[src/rtl/flatten_pkg.sv]
// Shared types and defaults for the flatten stage read scheduler.
package flatten_pkg;

  localparam int NCH_DEF          = 16;
  localparam int OUT_PER_IN_DEF   = 16;
  localparam int PIX_W_DEF        = 10;
  localparam int MAX_INFLIGHT_DEF = 4;

  typedef enum logic [1:0] {
    IDLE  = 2'd0,
    RUN   = 2'd1,
    DRAIN = 2'd2,
    DONE  = 2'd3
  } state_t;

  // Counter width that stays legal for degenerate (<= 1) ranges.
  function automatic int cnt_w(input int n);
    return (n > 1) ? $clog2(n) : 1;
  endfunction

endpackage

[src/rtl/flatten_inflight_tracker.sv]
// Tracks reads issued but not yet fully emitted by the line buffer, and flags
// line-buffer strobes that arrive with nothing outstanding.
module flatten_inflight_tracker
  import flatten_pkg::*;
#(
  parameter int OUT_PER_IN   = OUT_PER_IN_DEF,
  parameter int MAX_INFLIGHT = MAX_INFLIGHT_DEF,
  parameter int SW           = cnt_w(OUT_PER_IN),
  parameter int IW           = cnt_w(MAX_INFLIGHT + 1)
) (
  input  logic clock,
  input  logic reset,
  input  logic clr,
  input  logic rd,
  input  logic lb_valid_out,
  output logic room,
  output logic drained,
  output logic err
);

  localparam logic [SW-1:0] SUB_LAST = SW'(OUT_PER_IN - 1);
  localparam logic [IW-1:0] INF_MAX  = IW'(MAX_INFLIGHT);

  logic [IW-1:0] inflight;
  logic [SW-1:0] sub_cnt;
  logic          spurious, adv, wrap;

  // A strobe with nothing outstanding is dropped so the count never underflows.
  assign spurious = lb_valid_out && (inflight == '0) && (sub_cnt == '0);
  assign adv      = lb_valid_out && !spurious;
  assign wrap     = adv && (sub_cnt == SUB_LAST);
  assign room     = inflight < INF_MAX;
  assign drained  = (inflight == '0) && (sub_cnt == '0);

  always_ff @(posedge clock or negedge reset) begin
    if (!reset) begin
      inflight <= '0;
      sub_cnt  <= '0;
      err      <= 1'b0;
    end else begin
      if (spurious) err <= 1'b1;
      if (clr) begin
        inflight <= '0;
        sub_cnt  <= '0;
      end else begin
        if (adv) sub_cnt <= wrap ? '0 : sub_cnt + 1'b1;
        case ({rd, wrap})
          2'b10:   inflight <= inflight + 1'b1;
          2'b01:   inflight <= inflight - 1'b1;
          default: ;
        endcase
      end
    end
  end

endmodule

[src/rtl/flatten_read_scheduler.sv]
// Frame-level read scheduler: gates the shared channel-FIFO read strobe against
// input availability, output space and line-buffer depth, then drains and reports.
module flatten_read_scheduler
  import flatten_pkg::*;
#(
  parameter int NCH          = NCH_DEF,
  parameter int OUT_PER_IN   = OUT_PER_IN_DEF,
  parameter int PIX_W        = PIX_W_DEF,
  parameter int MAX_INFLIGHT = MAX_INFLIGHT_DEF
) (
  input  logic             clock,
  input  logic             reset,
  input  logic             start,
  input  logic             abort,
  input  logic [PIX_W-1:0] frame_pixels,
  input  logic [NCH-1:0]   ff_empty,
  input  logic             ff_almost_full,
  input  logic             ff_full,
  input  logic             lb_valid_out,
  output logic             ff_rdreq,
  output logic             busy,
  output logic             done,
  output logic             aborted,
  output logic             err,
  output logic [PIX_W-1:0] rd_count
);

  state_t           state, state_nx;
  logic [PIX_W-1:0] len_q;
  logic             room, drained, fifo_ok, accept;

  assign fifo_ok = ~|ff_empty && !ff_almost_full && !ff_full;
  assign accept  = (state == IDLE) && start;

  // Combinational so a FIFO holding a single word is never read twice.
  assign ff_rdreq = (state == RUN) && !abort && fifo_ok && (rd_count < len_q) && room;
  assign busy     = (state == RUN) || (state == DRAIN);
  assign done     = (state == DONE);

  always_ff @(posedge clock or negedge reset) begin
    if (!reset) state <= IDLE;
    else        state <= state_nx;
  end

  always_comb begin
    state_nx = state;
    case (state)
      IDLE:  if (start) state_nx = (frame_pixels != '0) ? RUN : DONE;
      RUN:   if (abort || (rd_count == len_q)) state_nx = DRAIN;
      DRAIN: if (drained) state_nx = DONE;
      DONE:  state_nx = IDLE;
      default: state_nx = IDLE;
    endcase
  end

  always_ff @(posedge clock or negedge reset) begin
    if (!reset) begin
      len_q    <= '0;
      rd_count <= '0;
      aborted  <= 1'b0;
    end else begin
      if (accept) begin
        len_q    <= frame_pixels;
        rd_count <= '0;
        aborted  <= 1'b0;
      end else if (ff_rdreq) begin
        rd_count <= rd_count + 1'b1;
      end
      if ((state == RUN) && abort) aborted <= 1'b1;
    end
  end

  flatten_inflight_tracker #(
    .OUT_PER_IN   (OUT_PER_IN),
    .MAX_INFLIGHT (MAX_INFLIGHT)
  ) u_track (
    .clock        (clock),
    .reset        (reset),
    .clr          (accept),
    .rd           (ff_rdreq),
    .lb_valid_out (lb_valid_out),
    .room         (room),
    .drained      (drained),
    .err          (err)
  );

endmodule

[config.mk]
export PLATFORM = sky130hd
export DESIGN_NAME = flatten_read_scheduler
export DESIGN_NICKNAME = d
export VERILOG_FILES = /design/src/rtl/flatten_pkg.sv /design/src/rtl/flatten_inflight_tracker.sv /design/src/rtl/flatten_read_scheduler.sv
export SDC_FILE = /design/constraint.sdc
export NUM_CORES = 1
export LEC_CHECK = 0
export CORE_MARGIN = 5
export CORE_UTILIZATION = 49
export DETAILED_ROUTE_END_ITERATION = 12
export MAX_ROUTING_LAYER = met4
export PLACE_DENSITY = 0.89
export RECOVER_POWER = 50
export SETUP_SLACK_MARGIN = 0.02
export SLEW_MARGIN = 30
export SYNTH_ARGS = -nofsm -noshare
export SYNTH_HDL_FRONTEND = slang
export SYNTH_HIERARCHICAL = 1
export SYNTH_SLANG_ARGS = --single-unit
export TNS_END_PERCENT = 5
[constraint.sdc]
create_clock -name clock -period 4.3 [get_ports clock]
set_clock_uncertainty 0.15 [all_clocks]
set_input_delay 0.86 -clock clock [delete_from_list [all_inputs] [get_ports clock]]
set_output_delay 0.86 -clock clock [all_outputs]
set_load 0.005 [all_outputs]
==> reports/qor.csv <==
metric;value;unit
pwr dens;437;nW/um^2
Finish-stage setup viols;0;
Vias/cell;5.48;
status;finished with violations;
root buffer cell;clkbuf_8;
gp weighted congestion;0.767;
IO Pins;48;
Crit. End Element;primary output;
initial antenna violation count;0;
placed cell area;2510;um^2
post-synth cell types;43;
sum of buffers and inverters on the critical path;2;
Mapped Nets;260;
Slew Limit Headroom;-0.0883;
Max-cap violations;1;
Yosys warning count;6;
Final Hold Fails;0;
synth-to-layout area growth;31.3;%
asr flop ratio synth;1.00;
Post-CTS Setup Repair Bufs;0;
critical path type;input port to primary output;
final setup TNS;0;ps
H-tree levels;2;
Routed Antenna Nets;0;
CP delay by family, top;buffers and inverters;
Die Y;73.4;um
wl on met1;1.91;mm
Hold Path Depth;1;
Die X;73.4;um
Post-synth EDFFs;0;
CTS buffer count;5;
Crit-path slowest cell;clkdlybuf4s50_1;
worst r2r path cells;11;
multi-input logic area;1070;um^2
sequential share of the synthesized area;0.394;
fillcell total;321;
Max Used Layer;met4;
RR Endpoint;u_track/inflight[2]$_DFFE_PN0P_;
RSZ-0062 raised after global routing;false;
syn avg cell area;9.47;um^2
Longest Clk Path Bufs;2;
critical path, cell by cell;clkdlybuf4s50_1 -> nor4_1 -> and4_1 -> o2111ai_1 -> nor2_1 -> clkdlybuf4s50_1;
max-slew violations;32;
Final Cell Area;2580;um^2
vias;1699;
Reg area;776;um^2
WL/cell;14.4;um
Hold Startpoint;u_track/err$_DFFE_PN0P_;
Resize count post-CTS;0;
cell area after synthesis;1970;um^2
min cycle time layout;3640;ps
most common cell after layout, fill and taps aside;clkdlybuf4s50_1;
DR DRC count;0;
max incr delay on CP;530;ps
Diodes inserted;0;
CTS tree;built;
nets;311;
post-DP HPWL;3.46;mm
Lkg Pwr;1.15;nW
hold worst-path end;u_track/err$_DFFE_PN0P_;
total iterations of the first detailed-routing run;5;
Port Buffers;47;
Clock Sinks;31;
drt total wl;4.46;mm
Area contributors post-synth;dfrtp_1, ha_1, inv_1;
vias in the first global route;1664;
first-pass GRT wire length;7.49;mm
post-synth top area share;0.394;
WL met2;2.16;mm
Worst-path clk slew;60;ps
Main synth FF type;dfrtp_1;
largest net degree at the start of global routing;32;
setup slack, reg-to-reg;1280;ps
top cell type by total area after synthesis;dfrtp_1;
GR Overflow Total;0;
violated checks;capacitance limit, slew limit;
area of the core;3940;um^2
CP startpoint kind;input port;
Hold WC Path Type;register to register;
Worst path most repeated cell;clkdlybuf4s50_1;
r2r startpoint;rd_count[4]$_DFFE_PN0P_;
Post-Syn Instances;208;
CP arrival;2630;ps
CP required;3290;ps
initial core utilization;0.500;
number of buffers inserted by hold repair at cts;0;
die area;5390;um^2
DR WL met3;317;um
Worst Path Max Fanout;2;
global-route usage over all layers;0.187;
Worst-Skew Late Latency;290;ps
initial drt markers;61;
layout cells sized above 1;0.0731;
synthesized flop and latch total;31;
num rows;23;
VDD IR-drop max;299;uV
Worst Tran Pin Value;1630;ps
leading cell types in the layout, fill and taps excluded;clkdlybuf4s50_1, dfrtp_1, inv_1;
fin crit share;0.845;
Max Clk Rate;275;MHz
final hold slack;296;ps
[layout make-up]
| class | count | share of cell area |
|---|---|---|
| clock buffers | 7 | 0.0295 |
| repair buffers | 52 | 0.195 |
| flip-flops and latches | 31 | 0.300 |
| well taps | 50 | 0.0242 |
| inverters | 23 | 0.0334 |
| clock inverters | 1 | 0.00194 |
| multi-input cells | 146 | 0.416 |
[worst reg2reg max path, stage by stage (launching register included)]
cell and delay, ps:
dfrtp_1 450, ha_1 350, a21o_1 190, o21ai_1 130, a31oi_1 220, nor2_1 180
buf_4 160, nor2_1 60, fa_1 370, and2_1 170, mux2i_1 150, mux2_2 340
[report_power, final]
group / total (W) / leakage, nW / switching (W) / internal, W
logic: 0.000470 / 0.706 / 0.000243 / 0.000227
clock network: 0.000223 / 0.0422 / 0.000109 / 0.000113
registers: 0.000437 / 0.399 / 0.0000586 / 0.000378
[flip-flops by register name (all words and copies together) (netlist names)]
name / flops
state: 2
len_q: 10
u_track/inflight: 3
u_track/err: 1
u_track/sub_cnt: 4
aborted: 1
rd_count: 10
[metal layers]
metal,vias to the layer above,global-route usage
met2,44,0.297
met5,-,-
met4,0,0.0644
met3,6,0.0643
met1,800,0.223
li1,849,-
[stage by stage]
stage          instances  setup slack, ps  utilization  power, W
6_report             310              664        0.656   0.00113
5_1_grt              310              522        0.656   0.00123
4_1_cts              310              645        0.657   0.00115
3_5_place_dp         302              659        0.636  0.000917
3_3_place_gp         302              654        0.636  0.000891
2_1_floorplan        208              811            -  0.000750
[logic make-up after synthesis]
kind of cell,after synthesis,synth area share
AND/OR/NAND/NOR,73,0.222
AO/OA/AOI/OAI,46,0.149
buffers and inverters,31,0.0604
flip-flops,31,0.394
adder cells (fa/ha/maj),19,0.125
multiplexers,7,0.0413
XOR/XNOR,1,0.00826
[cell usage after synthesis, drive strengths merged (2+ instances only)]
cell type	number
mux2	3
nor2b	3
nor2	10
o21ai	13
mux2i	4
or4	8
o31ai	8
and3	4
or3	2
a21oi	12
inv	23
nand3	6
buf	2
nand2b	4
and4	2
nand4	4
a31oi	3
ha	18
clkbuf	6
dfrtp	31
a21o	2
nor4	7
nand2	19
[worst max path at each step]
stage	start	to	slack, ps	cells after the start
final	ff_empty[0]	ff_rdreq	660	6
after global routing	ff_empty[4]	ff_rdreq	520	6
after CTS	ff_empty[0]	ff_rdreq	650	6
after detailed placement	ff_empty[0]	ff_rdreq	660	6
after global placement	ff_empty[0]	ff_rdreq	650	6
after floorplan	ff_empty[0]	u_track/inflight[2]$_DFFE_PN0P_	810	11
(Power assumes the default switching activity.)
